$ cat src/rtl/dmem_pkg.sv
// ============================================================================
// dmem_pkg : shared types and constants for the data-memory arbiter
// Rev 1.0  : initial release
// ============================================================================
`default_nettype none

package dmem_pkg;

    localparam int DEF_ADDR_W = 8;
    localparam int DEF_DATA_W = 8;

    typedef enum logic [1:0] {
        ST_IDLE  = 2'd0,
        ST_LOCK0 = 2'd1,
        ST_LOCK1 = 2'd2
    } arb_state_e;

    localparam logic RQ0 = 1'b0;
    localparam logic RQ1 = 1'b1;

endpackage

`default_nettype wire

$ cat src/rtl/rr_pick2.sv
// ============================================================================
// rr_pick2 : 2-way round-robin picker; a tie goes to the requester not in last_i
// Rev 1.0  : initial release
// ============================================================================
`default_nettype none

module rr_pick2 (
    input  logic [1:0] req_i,
    input  logic       last_i,
    output logic [1:0] gnt_o
);

    assign gnt_o[0] = req_i[0] & (~req_i[1] |  last_i);
    assign gnt_o[1] = req_i[1] & (~req_i[0] | ~last_i);

endmodule

`default_nettype wire

$ cat src/rtl/dmem_arbiter.sv
// ============================================================================
// dmem_arbiter : round-robin arbiter with lock/watchdog for a shared data memory
// Rev 1.0      : initial release
// ============================================================================
`default_nettype none

module dmem_arbiter
    import dmem_pkg::*;
#(
    parameter int ADDR_W   = DEF_ADDR_W,
    parameter int DATA_W   = DEF_DATA_W,
    parameter int LOCK_MAX = 16
) (
    input  logic              clk,
    input  logic              rst_n,
    input  logic              m0_req,
    input  logic              m0_we,
    input  logic              m0_lock,
    input  logic [ADDR_W-1:0] m0_addr,
    input  logic [DATA_W-1:0] m0_wdata,
    output logic              m0_gnt,
    output logic              m0_rvalid,
    input  logic              m1_req,
    input  logic              m1_we,
    input  logic              m1_lock,
    input  logic [ADDR_W-1:0] m1_addr,
    input  logic [DATA_W-1:0] m1_wdata,
    output logic              m1_gnt,
    output logic              m1_rvalid,
    output logic [DATA_W-1:0] rdata,
    output logic [ADDR_W-1:0] mem_addr,
    output logic [DATA_W-1:0] mem_wdata,
    output logic              mem_we,
    output logic              mem_re,
    input  logic [DATA_W-1:0] mem_rdata,
    output logic              lock_err
);

    localparam int CNT_W = $clog2(LOCK_MAX + 1);

    arb_state_e       state_q, state_d;
    logic             last_q, last_d;
    logic [CNT_W-1:0] cnt_q, cnt_d;
    logic             rvalid_q;
    logic             rd_tag_q;
    logic [1:0]       pick;
    logic [1:0]       gnt;
    logic             sel_we;
    logic             own_lock;

    rr_pick2 u_pick (
        .req_i  ({m1_req, m0_req}),
        .last_i (last_q),
        .gnt_o  (pick)
    );

    // Grants are gated by rst_n so nothing reaches the memory while in reset.
    always_comb begin
        gnt = 2'b00;
        case (state_q)
            ST_IDLE:  gnt = pick;
            ST_LOCK0: gnt[0] = m0_req;
            ST_LOCK1: gnt[1] = m1_req;
            default:  gnt = 2'b00;
        endcase
        if (!rst_n) begin
            gnt = 2'b00;
        end
    end

    assign m0_gnt    = gnt[0];
    assign m1_gnt    = gnt[1];
    assign sel_we    = gnt[1] ? m1_we    : m0_we;
    assign mem_addr  = gnt[1] ? m1_addr  : m0_addr;
    assign mem_wdata = gnt[1] ? m1_wdata : m0_wdata;
    assign mem_we    = (|gnt) &  sel_we;
    assign mem_re    = (|gnt) & ~sel_we;
    assign rdata     = mem_rdata;
    assign m0_rvalid = rvalid_q & (rd_tag_q == RQ0);
    assign m1_rvalid = rvalid_q & (rd_tag_q == RQ1);

    assign own_lock = (state_q == ST_LOCK1) ? m1_lock : m0_lock;

    always_comb begin
        state_d  = state_q;
        cnt_d    = cnt_q;
        last_d   = last_q;
        lock_err = 1'b0;
        if (|gnt) begin
            last_d = gnt[1];
        end
        case (state_q)
            ST_IDLE: begin
                if (gnt[0] && m0_lock) begin
                    state_d = ST_LOCK0;
                    cnt_d   = CNT_W'(1);
                end else if (gnt[1] && m1_lock) begin
                    state_d = ST_LOCK1;
                    cnt_d   = CNT_W'(1);
                end
            end
            ST_LOCK0, ST_LOCK1: begin
                if (!own_lock) begin
                    state_d = ST_IDLE;
                    cnt_d   = '0;
                end else if (cnt_q == CNT_W'(LOCK_MAX)) begin
                    // Forced release hands the next tie to the other requester.
                    state_d  = ST_IDLE;
                    cnt_d    = '0;
                    lock_err = 1'b1;
                    last_d   = (state_q == ST_LOCK1) ? RQ1 : RQ0;
                end else begin
                    cnt_d = cnt_q + CNT_W'(1);
                end
            end
            default: begin
                state_d = ST_IDLE;
                cnt_d   = '0;
            end
        endcase
    end

    always_ff @(posedge clk or negedge rst_n) begin
        if (!rst_n) begin
            state_q  <= ST_IDLE;
            last_q   <= RQ1;
            cnt_q    <= '0;
            rvalid_q <= 1'b0;
            rd_tag_q <= RQ0;
        end else begin
            state_q  <= state_d;
            last_q   <= last_d;
            cnt_q    <= cnt_d;
            rvalid_q <= mem_re;
            if (mem_re) begin
                rd_tag_q <= gnt[1];
            end
        end
    end

endmodule

`default_nettype wire

$ cat config.mk
export PLATFORM = sky130hd
export DESIGN_NAME = dmem_arbiter
export DESIGN_NICKNAME = d
export VERILOG_FILES = /design/src/rtl/dmem_pkg.sv /design/src/rtl/rr_pick2.sv /design/src/rtl/dmem_arbiter.sv
export SDC_FILE = /design/constraint.sdc
export NUM_CORES = 1
export LEC_CHECK = 0
export ABC_AREA = 1
export BUFFER_PORTS_ARGS = -buffer_cell sky130_fd_sc_hd__clkbuf_2
export CAP_MARGIN = 20
export CORE_UTILIZATION = 41
export CTS_BUF_LIST = sky130_fd_sc_hd__clkbuf_8
export CTS_CLUSTER_SIZE = 25
export DETAILED_ROUTE_END_ITERATION = 10
export MAX_ROUTING_LAYER = met4
export PLACE_DENSITY = 0.89
export SLEW_MARGIN = 5
export SYNTH_ARGS = -nofsm -noshare
export SYNTH_HDL_FRONTEND = slang
export SYNTH_SLANG_ARGS = --single-unit
export TNS_END_PERCENT = 5
$ cat constraint.sdc
create_clock -name clk -period 1.8 [get_ports clk]
set_input_delay 0.36 -clock clk [delete_from_list [all_inputs] [get_ports clk]]
set_output_delay 0.36 -clock clk [all_outputs]
set_load 0.005 [all_outputs]
Yosys cells after proc, flatten, opt, wreduce, memory -nomap -nowiden
Index checks and enable logic that the tools add are counted.

storage, ports and cells
  bits in registers = 10
  input bits = 48
  output and inout port bits = 31
  word-level logic and storage cells = 55

operators by class
  add/sub/neg operators = 1
  equal/unequal tests = 5
  mux-type cells = 25
  bitwise operators = 13
  reductions and logical operators = 6

operators with widths
  kind                                                             count
  5-bit two-way mux                                                4
  8-bit two-way mux                                                2
  1-bit two-way mux                                                10
  2-bit two-way mux                                                5
  5-bit one-hot mux with 2 select lines                            1
  1-bit AND                                                        6
  3-bit inequality test, second input constant                     2
  5-bit by 1-bit adder with 5-bit output, second input constant    1
  5-bit == test, second input constant                             1
  1-bit inverter                                                   5
  1-bit one-hot mux with 2 select lines                            2
  2-bit one-hot mux with 2 select lines                            1
  2-bit OR reduction                                               2
  2-bit by 1-bit == test with 1-bit output, second input constant  1
  2-bit == test, second input constant                             1
  1-bit logical AND                                                2
  2-bit zero test                                                  1
  1-bit OR                                                         2
  2-bit AND reduction                                              1

Depth between registers and ports, before layout
Gate-level depths: netlist of the first run.

  word-level depth = 10
  mapped depth = 10
  gate-level depth less buffers = 10

Modules after synthesis
Synthesis of the first run repeated with hierarchy kept, for this count alone.

second synthesis, totals
  cell total of the unflattened synthesis = 167
  area total of the unflattened synthesis = 1,043.5 um^2

by module, submodules not included
  module        instances  cells each  area each (um^2)  sequential area each (um^2)
  dmem_arbiter  1          163         1,016.0           251.5
  rr_pick2      1          4           27.5              0.0

Worst setup path before layout of the first run
OpenSTA, ideal clock, no wires.

  path kind = reg2out
  start point = register state_q[0]
  end point = output port mem_addr[4]
  data arrival time = 1,323 ps
  data required time = 1,440 ps
  slack = 117 ps
  stages on the path, launching flop included = 10
  buffers on the path = 2
  cell sequence = dfrtp_1 inv_1 ha_1 nand2_1 nand2_2 nand2_4 buf_6 buf_4 nand2_1 nand2_1

between the ends
  word-level cells in the longest chain between the ends = 4
  elaborated cells on any way between the ends = 5
  those cells by class = eq/ne: 1; mux: 3; reduce/logical: 1

RTL lines
  element                                           line                 RTL
  start: declaration                                dmem_arbiter.sv:41   arb_state_e state_q, state_d;
  start signal: assignment                          dmem_arbiter.sv:131  state_q <= state_d;
  2-bit == test or 2-bit zero test (tied branches)  dmem_arbiter.sv:60   case (state_q)
  1-bit one-hot mux with 2 select lines *           dmem_arbiter.sv:60
  2-bit two-way mux *                               dmem_arbiter.sv:66   if (!rst_n) begin
  8-bit two-way mux *                               dmem_arbiter.sv:74   assign mem_addr = gnt[1] ? m1_addr : m0_addr;
  end: declaration                                  dmem_arbiter.sv:31   output logic [ADDR_W-1:0] mem_addr,

Mark *: on every way between the ends. The rest lies on a longest branch, timed or not.

Worst setup path after layout of the first run
  start point = register state_q[0]
  end point = output port lock_err

between the ends
  word-level cells in the longest chain between the ends = 4
  elaborated cells on any way between the ends = 6
  those cells by class = eq/ne: 2; mux: 3; reduce/logical: 1

RTL lines
  element              line                                    RTL
  2-bit == test        dmem_arbiter.sv:82, dmem_arbiter.sv:92
  1-bit two-way mux    dmem_arbiter.sv:82                      assign own_lock = (state_q == ST_LOCK1) ? m1_lock : m0_lock;
  1-bit two-way mux    dmem_arbiter.sv:103                     if (!own_lock) begin
  1-bit two-way mux *  dmem_arbiter.sv:92                      case (state_q)
  end: declaration     dmem_arbiter.sv:36                      output logic lock_err

Marks and branches as above.

==> results.sh, run 1 <==
export IMPL_numCtsBuffers=3
export IMPL_setup_violations=20
export IMPL_dp_hpwl_um=2110
export IMPL_fillerInstances=181
export IMPL_relSlewSlack_pct=85.0
export IMPL_worstPathRequired_ns=1.44
export IMPL_cts_num_sinks=10
export IMPL_skew_ns=0.00643
export IMPL_synth_area_leaders="nand2_1, dfrtp_1, buf_4"
export IMPL_syn_nets=217
export IMPL_syn_area_um2=1010
export IMPL_via_per_inst=4.97
export IMPL_cp_data_arrival_time_ns=1.57
export IMPL_setup_tns_ns=-1.88
export IMPL_slowest_stage="dfrtp_1"
export IMPL_drive_gt1_share_pct=48.1
export IMPL_die_w_um=51.7
export IMPL_drc_errors=0
export IMPL_die_area_um2=2670
export IMPL_power_frac_clock_pct=14.6
export IMPL_rows=17
export IMPL_switching_share_pct=44.4
export IMPL_drt_first_iter_violations=49
export IMPL_first_pass_iters=4
export IMPL_crit_chain="inv_2 -> ha_2 -> buf_4 -> nand2_1 -> a21boi_2 -> nand4_1 -> inv_2 -> clkbuf_2"
export IMPL_ir_drop_v=0.00119
export IMPL_clock_path_buffers=2
export IMPL_ys_ff_latch=10
export IMPL_initial_core_util_pct=44.5
export IMPL_clkTransAtPathRegs_ns=0.05
export IMPL_seq_area_frac_synth_pct=24.8
export IMPL_wl_um=3280
export IMPL_worstSetupEndpointType="primary output"
export IMPL_tightest_slew_ns=0.225
export IMPL_r2r_end="state_q[0]"
export IMPL_timing_rr_start="state_q[1]"
export IMPL_htreeDepth=1
export IMPL_core_area_um2=2280
export IMPL_placedCellCount=249
export IMPL_pwr_share_comb_pct=67.8
export IMPL_min_period_ns=1.93
export IMPL_via_count=1306
export IMPL_dieHeight_um=51.7
export IMPL_p_per_area_nw_per_um2=1290
export IMPL_grt_max_degree=19
export IMPL_synth_top_area_share_pct=30.0
export IMPL_grt_overflow=0
export IMPL_crit_type="reg2out"
export IMPL_final_cells=263
export IMPL_cts_tree="yes"
export IMPL_place_gp_congestion=0.923
export IMPL_cap_violations=0
export IMPL_grt_pass1_vias=1034
export IMPL_drtAntennaViolNets=0
export IMPL_r2r_worst_path_cells=11
export IMPL_ys_warnings_count=0
export IMPL_hold_class="in2async"
export IMPL_leakage_nw=0.983
export IMPL_fin_crit_sh_pct=107
export IMPL_maxSlewViolCount=0
export IMPL_io_buffers=62
export IMPL_antennaDiodeCount=0
export IMPL_io_pins=79
export IMPL_avgRoutedWirePerCell_um=12.5
export IMPL_root_buffer="clkbuf_8"
export IMPL_path_buf_inv=4
export IMPL_syn_avg_cell_area_um2=6.22
export IMPL_cp_slowest_stage_delay_ns=0.38
export IMPL_clk_latency_ns=0.25
export IMPL_rsz0062_at_grt="yes"
export IMPL_p_seq_share_pct=17.6
export IMPL_failed_checks="setup timing"
export IMPL_ctsHoldBuffers=0
export IMPL_timing_fmax_mhz=517
export IMPL_grt_util_all_layers_pct=23.7
export IMPL_grt_pass1_wl_um=4510
export IMPL_crit_path_start_kind="register"
export IMPL_hold_viol_final=0
export IMPL_status="finished, violations left"
export IMPL_synth_cells=163
export IMPL_syn_to_final_growth_pct=54.9
export IMPL_cp_top_family="buffers and inverters"
export IMPL_fin_nets=290
export IMPL_synth_top_area_cell="nand2_1"
export IMPL_worst_r2r_setup_slack_ns=0.12
export IMPL_crit_path_frequent_cell="inv_2"
export IMPL_synthDistinctLibCells=21
export IMPL_worstPathMaxFanout=3
export IMPL_cellInternalPower_mw=1.13
export IMPL_fin_ws_ns=-0.135
export IMPL_antenna_found_initial=0
export IMPL_switching_power_mw=0.901
[sequential cells by signal, indices dropped and copies added, names as in the netlist]
| signal | count |
|---|---|
| state_q | 2 |
| rd_tag_q | 1 |
| rvalid_q | 1 |
| last_q | 1 |
| cnt_q | 5 |
[worst reg2reg max path: cells and delay by family (launching register included)]
kind	cells	cell delay (ns)
fa+ha+maj	1	0.16
flops	1	0.41
simple gates	7	0.67
buf+inv	3	0.32
[per-layer routing]
| metal | vias up | wire length (um) | GRT usage (%) |
|---|---|---|---|
| met5 | - | 0 | - |
| met4 | 0 | 104 | 8.56 |
| met3 | 14 | 204 | 4.39 |
| met2 | 62 | 1640 | 40.9 |
| met1 | 594 | 1330 | 27.4 |
| li1 | 636 | - | - |
[layout by cell type (no fill, tap or decap), types with 3 or more instances in the layout]
cell,count
inv_2,6
dfrtp_1,9
nor2_1,6
nand2_2,9
nand2_1,69
ha_1,3
buf_4,13
nand2_4,5
clkbuf_2,59
clkbuf_8,4
nand4_1,4
nand3_1,11
buf_6,5
inv_1,13
[cell type report]
type | count | area, um^2 | area share, %
Clock buffer | 4 | 55.1 | 3.51
Inverter | 20 | 87.6 | 5.58
Multi-Input combinational cell | 122 | 682 | 43.4
Sequential cell | 10 | 251 | 16.0
Tap cell | 28 | 35.0 | 2.23
Timing Repair Buffer | 79 | 459 | 29.2
[synth_stat cells]
| cell | instances |
|---|---|
| a21boi_2 | 1 |
| a21oi_1 | 1 |
| and3_1 | 1 |
| buf_4 | 10 |
| buf_6 | 1 |
| dfrtp_1 | 9 |
| dfstp_2 | 1 |
| ha_1 | 6 |
| inv_1 | 19 |
| inv_2 | 1 |
| nand2_1 | 81 |
| nand2_2 | 2 |
| nand2_4 | 1 |
| nand3_1 | 11 |
| nand3_2 | 2 |
| nand4_1 | 4 |
| nor2_1 | 6 |
| o21ai_0 | 2 |
| o21ai_4 | 1 |
| xnor2_1 | 2 |
| xor2_1 | 1 |
[worst max path at each step]
stage                           from           end  slack [ns]  depth (start not counted)
after global placement    state_q[1]        mem_we        0.10                         10
after global routing      state_q[1]  mem_wdata[2]       -0.21                          9
after CTS                 state_q[0]        mem_re       -0.13                          9
after detailed placement  state_q[1]  mem_wdata[3]        0.08                          9
after floorplan           state_q[0]   mem_addr[4]        0.12                          9
final                     state_q[0]      lock_err       -0.13                          8
[per-stage QoR]
step,cell area (um^2),worst slack (ns),power [mW],utilization (%),hold slack [ns]
final,1570,-0.135,2.03,69.0,0.0594
after global routing,1570,-0.206,2.17,69.0,0.0667
after CTS,1440,-0.126,1.73,63.1,0.0583
after detailed placement,1330,0.0762,1.28,58.2,0.324
after global placement,1330,0.102,1.25,58.2,0.320
after floorplan,1010,0.117,0.960,-,0.0644
[repair_timing]
action | 4_1_cts | 5_1_grt
pin swaps | 7 | 13
resized for setup | 15 | 26
gates cloned | 0 | 1
endpoints found under the setup margin | 21 | 21
setup buffers | 3 | 6
[cells by family (layout without fill, tap and decap cells)]
kind of cell    Yosys count  after routing  share of synthesized area [%]
compound gates            5              5                           4.20
xor+xnor                  3              3                           2.59
fa+ha+maj                 6              6                           7.41
buf+inv                  31            103                           15.9
flops                    10             10                           24.8
simple gates            108            108                           45.1
[power by group through the flow]
stage | Combinational [mW] | Sequential (mW) | Clock [mW]
after detailed placement | 0.921 | 0.357 | 0
after global placement | 0.899 | 0.355 | 0
after floorplan | 0.612 | 0.348 | 0
final | 1.38 | 0.356 | 0.296
after CTS | 1.07 | 0.355 | 0.303
after global routing | 1.50 | 0.364 | 0.311
Power figures use the tool's default switching activity.
==> inputs of run 2 (changes only) <==
--- a/config.mk
+++ b/config.mk
@@ -8,12 +8,14 @@
 export ABC_AREA = 1
 export BUFFER_PORTS_ARGS = -buffer_cell sky130_fd_sc_hd__clkbuf_2
 export CAP_MARGIN = 20
+export CORE_MARGIN = 3
 export CORE_UTILIZATION = 41
 export CTS_BUF_LIST = sky130_fd_sc_hd__clkbuf_8
 export CTS_CLUSTER_SIZE = 25
 export DETAILED_ROUTE_END_ITERATION = 10
 export MAX_ROUTING_LAYER = met4
 export PLACE_DENSITY = 0.89
+export SKIP_CTS_REPAIR_TIMING = 1
 export SLEW_MARGIN = 5
 export SYNTH_ARGS = -nofsm -noshare
 export SYNTH_HDL_FRONTEND = slang
==> results.sh, run 2 (synthesized netlist as in run 1, its figures left out) <==
export IMPL_status="finished, violations left"
export IMPL_failed_checks="setup timing"
export IMPL_core_area_um2=2280
export IMPL_place_gp_congestion=0.910
export IMPL_initial_core_util_pct=44.5
export IMPL_fillerInstances=180
export IMPL_fin_crit_sh_pct=110
export IMPL_fin_nets=284
export IMPL_p_per_area_nw_per_um2=1230
export IMPL_antenna_found_initial=0
export IMPL_grt_pass1_vias=1064
export IMPL_root_buffer="clkbuf_8"
export IMPL_clk_latency_ns=0.24
export IMPL_grt_max_degree=19
export IMPL_worst_r2r_setup_slack_ns=0.16
export IMPL_numCtsBuffers=3
export IMPL_die_area_um2=3100
export IMPL_first_pass_iters=5
export IMPL_mostFrequentLayoutCells="nand2_1, clkbuf_2, inv_1"
export IMPL_fin_ws_ns=-0.181
export IMPL_via_count=1235
export IMPL_cp_data_arrival_time_ns=1.62
export IMPL_crit_type="reg2out"
export IMPL_cts_tree="yes"
export IMPL_drtAntennaViolNets=0
export IMPL_timing_rr_start="state_q[1]"
export IMPL_min_period_ns=1.98
export IMPL_multi_input_area_um2=692
export IMPL_dp_hpwl_um=2170
export IMPL_grt_overflow=0
export IMPL_dieHeight_um=55.7
export IMPL_largest_reg_flops=5
export IMPL_drive_gt1_share_pct=42.8
export IMPL_rsz0062_at_grt="yes"
export IMPL_leakage_nw=0.951
export IMPL_io_buffers=62
export IMPL_die_w_um=55.7
export IMPL_relSlewSlack_pct=79.8
export IMPL_maxSlewViolCount=0
export IMPL_rows=17
export IMPL_final_common_cell="nand2_1"
export IMPL_r2r_worst_path_cells=10
export IMPL_via_per_inst=4.81
export IMPL_cp_top_family="flip-flops"
export IMPL_largest_register="cnt_q"
export IMPL_clkTransAtPathRegs_ns=0.05
export IMPL_wl_um=2960
export IMPL_drc_errors=0
export IMPL_setup_violations=20
export IMPL_utilization_pct=66.0
export IMPL_clock_path_buffers=2
export IMPL_io_pins=79
export IMPL_htreeDepth=1
export IMPL_drt_first_iter_violations=30
export IMPL_crit_path_frequent_cell="nand2_2"
export IMPL_crit_chain="inv_2 -> ha_4 -> buf_6 -> nand2_1 -> nand2_2 -> nand2_2 -> nand2_2 -> inv_1 -> nor2_1 -> buf_2"
export IMPL_path_buf_inv=4
export IMPL_tightest_slew_ns=0.302
export IMPL_cp_slowest_stage_delay_ns=0.43
export IMPL_timing_fmax_mhz=505
export IMPL_worstSetupEndpointType="primary output"
export IMPL_syn_to_final_growth_pct=48.1
export IMPL_cts_num_sinks=10
export IMPL_r2r_end="state_q[0]"
export IMPL_hold_class="in2async"
export IMPL_avgRoutedWirePerCell_um=11.5
export IMPL_antennaDiodeCount=0
export IMPL_grt_pass1_wl_um=4370
export IMPL_hold_viol_final=0
export IMPL_crit_path_start_kind="register"
export IMPL_ir_drop_v=0.000878
export IMPL_power_mw=1.85
export IMPL_skew_ns=0.00138
export IMPL_grt_util_all_layers_pct=17.8
export IMPL_worstPathMaxFanout=5
export IMPL_slowest_stage="dfrtp_1"
export IMPL_reg_largest_list="cnt_q (5), state_q (2)"
export IMPL_register_area_um2=251
export IMPL_cap_violations=0
export IMPL_worstPathRequired_ns=1.44
## run 2: routing by layer
metal / wire, um / vias up / GRT usage (%)
li1: - / 623 / -
met1: 1210 / 548 / 20.1
met2: 1490 / 51 / 29.2
met3: 163 / 13 / 3.02
met4: 103 / 0 / 10.8
met5: 0 / - / -
## run 2: how the worst max path moves through the flow
stage	from	endpoint	cells past startpoint
2_1_floorplan	state_q[0]	mem_addr[4]	9
3_3_place_gp	state_q[0]	mem_addr[5]	9
3_5_place_dp	state_q[1]	mem_wdata[0]	9
4_1_cts	state_q[0]	mem_wdata[0]	9
5_1_grt	state_q[1]	mem_we	10
6_report	state_q[1]	mem_we	10
## run 2: area by class of cell
| type | instances | area share, % |
|---|---|---|
| Clock buffer | 3 | 2.75 |
| Clock inverter | 1 | 0.250 |
| Inverter | 20 | 5.67 |
| Multi-Input combinational cell | 123 | 46.1 |
| Sequential cell | 10 | 16.7 |
| Tap cell | 28 | 2.33 |
| Timing Repair Buffer | 72 | 26.2 |
## run 2: power breakdown
group	internal (mW)	switching [mW]
logic	0.539	0.708
registers	0.301	0.0613
clock network	0.149	0.0877
## run 2: through the flow
stage	setup WS, ns	std cells	area, um^2	hold WS (ns)	setup TNS [ns]
3_3_place_gp	0.0615	246	1300	0.332	0
3_5_place_dp	-0.00327	246	1300	0.337	-0.00638
4_1_cts	-0.291	250	1350	0.0868	-5.14
5_1_grt	-0.242	257	1500	0.0917	-3.71
2_1_floorplan	0.117	163	1010	0.0644	0
6_report	-0.181	257	1500	0.0916	-2.46
==> inputs of run 3 (changes only) <==
--- a/config.mk
+++ b/config.mk
@@ -15,6 +15,7 @@
 export DETAILED_ROUTE_END_ITERATION = 10
 export MAX_ROUTING_LAYER = met4
 export PLACE_DENSITY = 0.89
+export SETUP_SLACK_MARGIN = 0.3
 export SKIP_CTS_REPAIR_TIMING = 1
 export SLEW_MARGIN = 5
 export SYNTH_ARGS = -nofsm -noshare
==> results.sh, run 3 (synthesized netlist as in run 1, its figures left out) <==
export IMPL_status="finished, violations left"
export IMPL_failed_checks="hold timing, setup timing"
export IMPL_place_gp_congestion=0.875
export IMPL_crit_start="state_q[1]"
export IMPL_rows=17
export IMPL_fin_nets=280
export IMPL_clock_path_buffers=2
export IMPL_crit_type="reg2out"
export IMPL_relSlewSlack_pct=85.8
export IMPL_dieHeight_um=55.7
export IMPL_grt_pass1_wl_um=4480
export IMPL_largest_register="cnt_q"
export IMPL_io_pins=79
export IMPL_final_common_cell="nand2_1"
export IMPL_htreeDepth=1
export IMPL_dp_hpwl_um=2230
export IMPL_hold_class="in2async"
export IMPL_first_pass_iters=4
export IMPL_wl_um=2860
export IMPL_io_buffers=62
export IMPL_grt_max_degree=19
export IMPL_skew_ns=0.000726
export IMPL_syn_to_final_growth_pct=45.1
export IMPL_mostFrequentLayoutCells="nand2_1, clkbuf_2, inv_1"
export IMPL_cp_data_arrival_time_ns=1.60
export IMPL_numCtsBuffers=3
export IMPL_cts_num_sinks=10
export IMPL_setup_violations=19
export IMPL_ir_drop_v=0.000894
export IMPL_whs_ns=-0.0772
export IMPL_crit_path_start_kind="register"
export IMPL_timing_fmax_mhz=511
export IMPL_grt_pass1_vias=1065
export IMPL_grt_overflow=0
export IMPL_fin_crit_sh_pct=109
export IMPL_grt_util_all_layers_pct=17.9
export IMPL_cts_tree="yes"
export IMPL_clk_latency_ns=0.24
export IMPL_setup_tns_ns=-2.14
export IMPL_drc_errors=0
export IMPL_clkTransAtPathRegs_ns=0.05
export IMPL_worstSetupEndpointType="primary output"
export IMPL_initial_core_util_pct=44.5
export IMPL_utilization_pct=64.6
export IMPL_drive_gt1_share_pct=45.8
export IMPL_hold_viol_final=1
export IMPL_drt_first_iter_violations=18
export IMPL_min_period_ns=1.96
export IMPL_tightest_slew_ns=0.212
export IMPL_largest_reg_flops=5
export IMPL_maxSlewViolCount=0
export IMPL_leakage_nw=0.925
export IMPL_rsz0062_at_grt="yes"
export IMPL_drtAntennaViolNets=0
export IMPL_core_area_um2=2280
export IMPL_via_count=1176
export IMPL_antenna_found_initial=0
export IMPL_p_per_area_nw_per_um2=1180
export IMPL_die_area_um2=3100
export IMPL_root_buffer="clkbuf_8"
export IMPL_die_w_um=55.7
export IMPL_timing_rr_start="state_q[1]"
export IMPL_fillerInstances=198
export IMPL_fin_ws_ns=-0.155
export IMPL_via_per_inst=4.65
export IMPL_worstPathRequired_ns=1.44
export IMPL_reg_largest_list="cnt_q (5), state_q (2)"
export IMPL_antennaDiodeCount=0
export IMPL_worstPathMaxFanout=8
export IMPL_avgRoutedWirePerCell_um=11.3
export IMPL_preCtsSetupSlack_ns=0.00150
export IMPL_cap_violations=0
run 3: cell types whose count changed in the layout (fill, tap and decap cells not counted), sizes merged:
cell    delta
inv        -1
buf        -3
clkbuf     +1
nand2      -1
run 3: per-layer routing:
metal | vias to the layer above | track usage [%] | part of all wire [%]
li1 | 617 | - | -
met1 | 506 | 20.4 | 39
met2 | 46 | 31.1 | 53
met3 | 7 | 2.55 | 5.9
met4 | 0 | 7.64 | 2.1
met5 | - | - | 0
run 3: area by class of cell:
class | instances | area [um^2] | area share (%)
well taps | 28 | 35.0 | 2.38
flip-flops and latches | 10 | 251 | 17.1
repair buffers | 69 | 374 | 25.4
inverters | 20 | 82.6 | 5.62
multi-input cells | 122 | 672 | 45.7
clock buffers | 4 | 55.1 | 3.74
run 3: worst paths after layout:
check	to	slack, ns	cells past startpoint
max in group asynchronous	rd_tag_q	1.56	2
min in group clk	state_q[0]	0.40	3
max	mem_re	-0.16	9
min	state_q[1]	-0.08	1
max reg2reg	cnt_q[3]	0.20	9
min reg2reg	rd_tag_q	0.51	2
run 3: worst max-delay path, stage by stage (launching register included):
cell and delay (ns):
dfrtp_1 0.42, inv_2 0.10, ha_4 0.18, nand2_4 0.06
nand2_4 0.09, nand2_8 0.10, o21ai_4 0.18, nand2_2 0.08
inv_2 0.06, buf_6 0.08
run 3: metrics by stage:
step / instances / cell area (um^2) / power (mW) / hold WS, ns
after global routing: 253 / 1470 / 1.90 / -0.0801
after detailed placement: 246 / 1320 / 1.27 / 0.177
after global placement: 246 / 1320 / 1.25 / 0.174
after CTS: 250 / 1370 / 1.56 / -0.0776
after floorplan: 163 / 1030 / 0.999 / 0.0644
final: 253 / 1470 / 1.74 / -0.0772
run 3: where the power goes:
part | leakage [nW] | switching, mW | internal [mW]
Sequential | 0.130 | 0.0607 | 0.300
Clock | 0.0288 | 0.0941 | 0.193
Combinational | 0.767 | 0.626 | 0.466
Total | 0.925 | 0.781 | 0.959
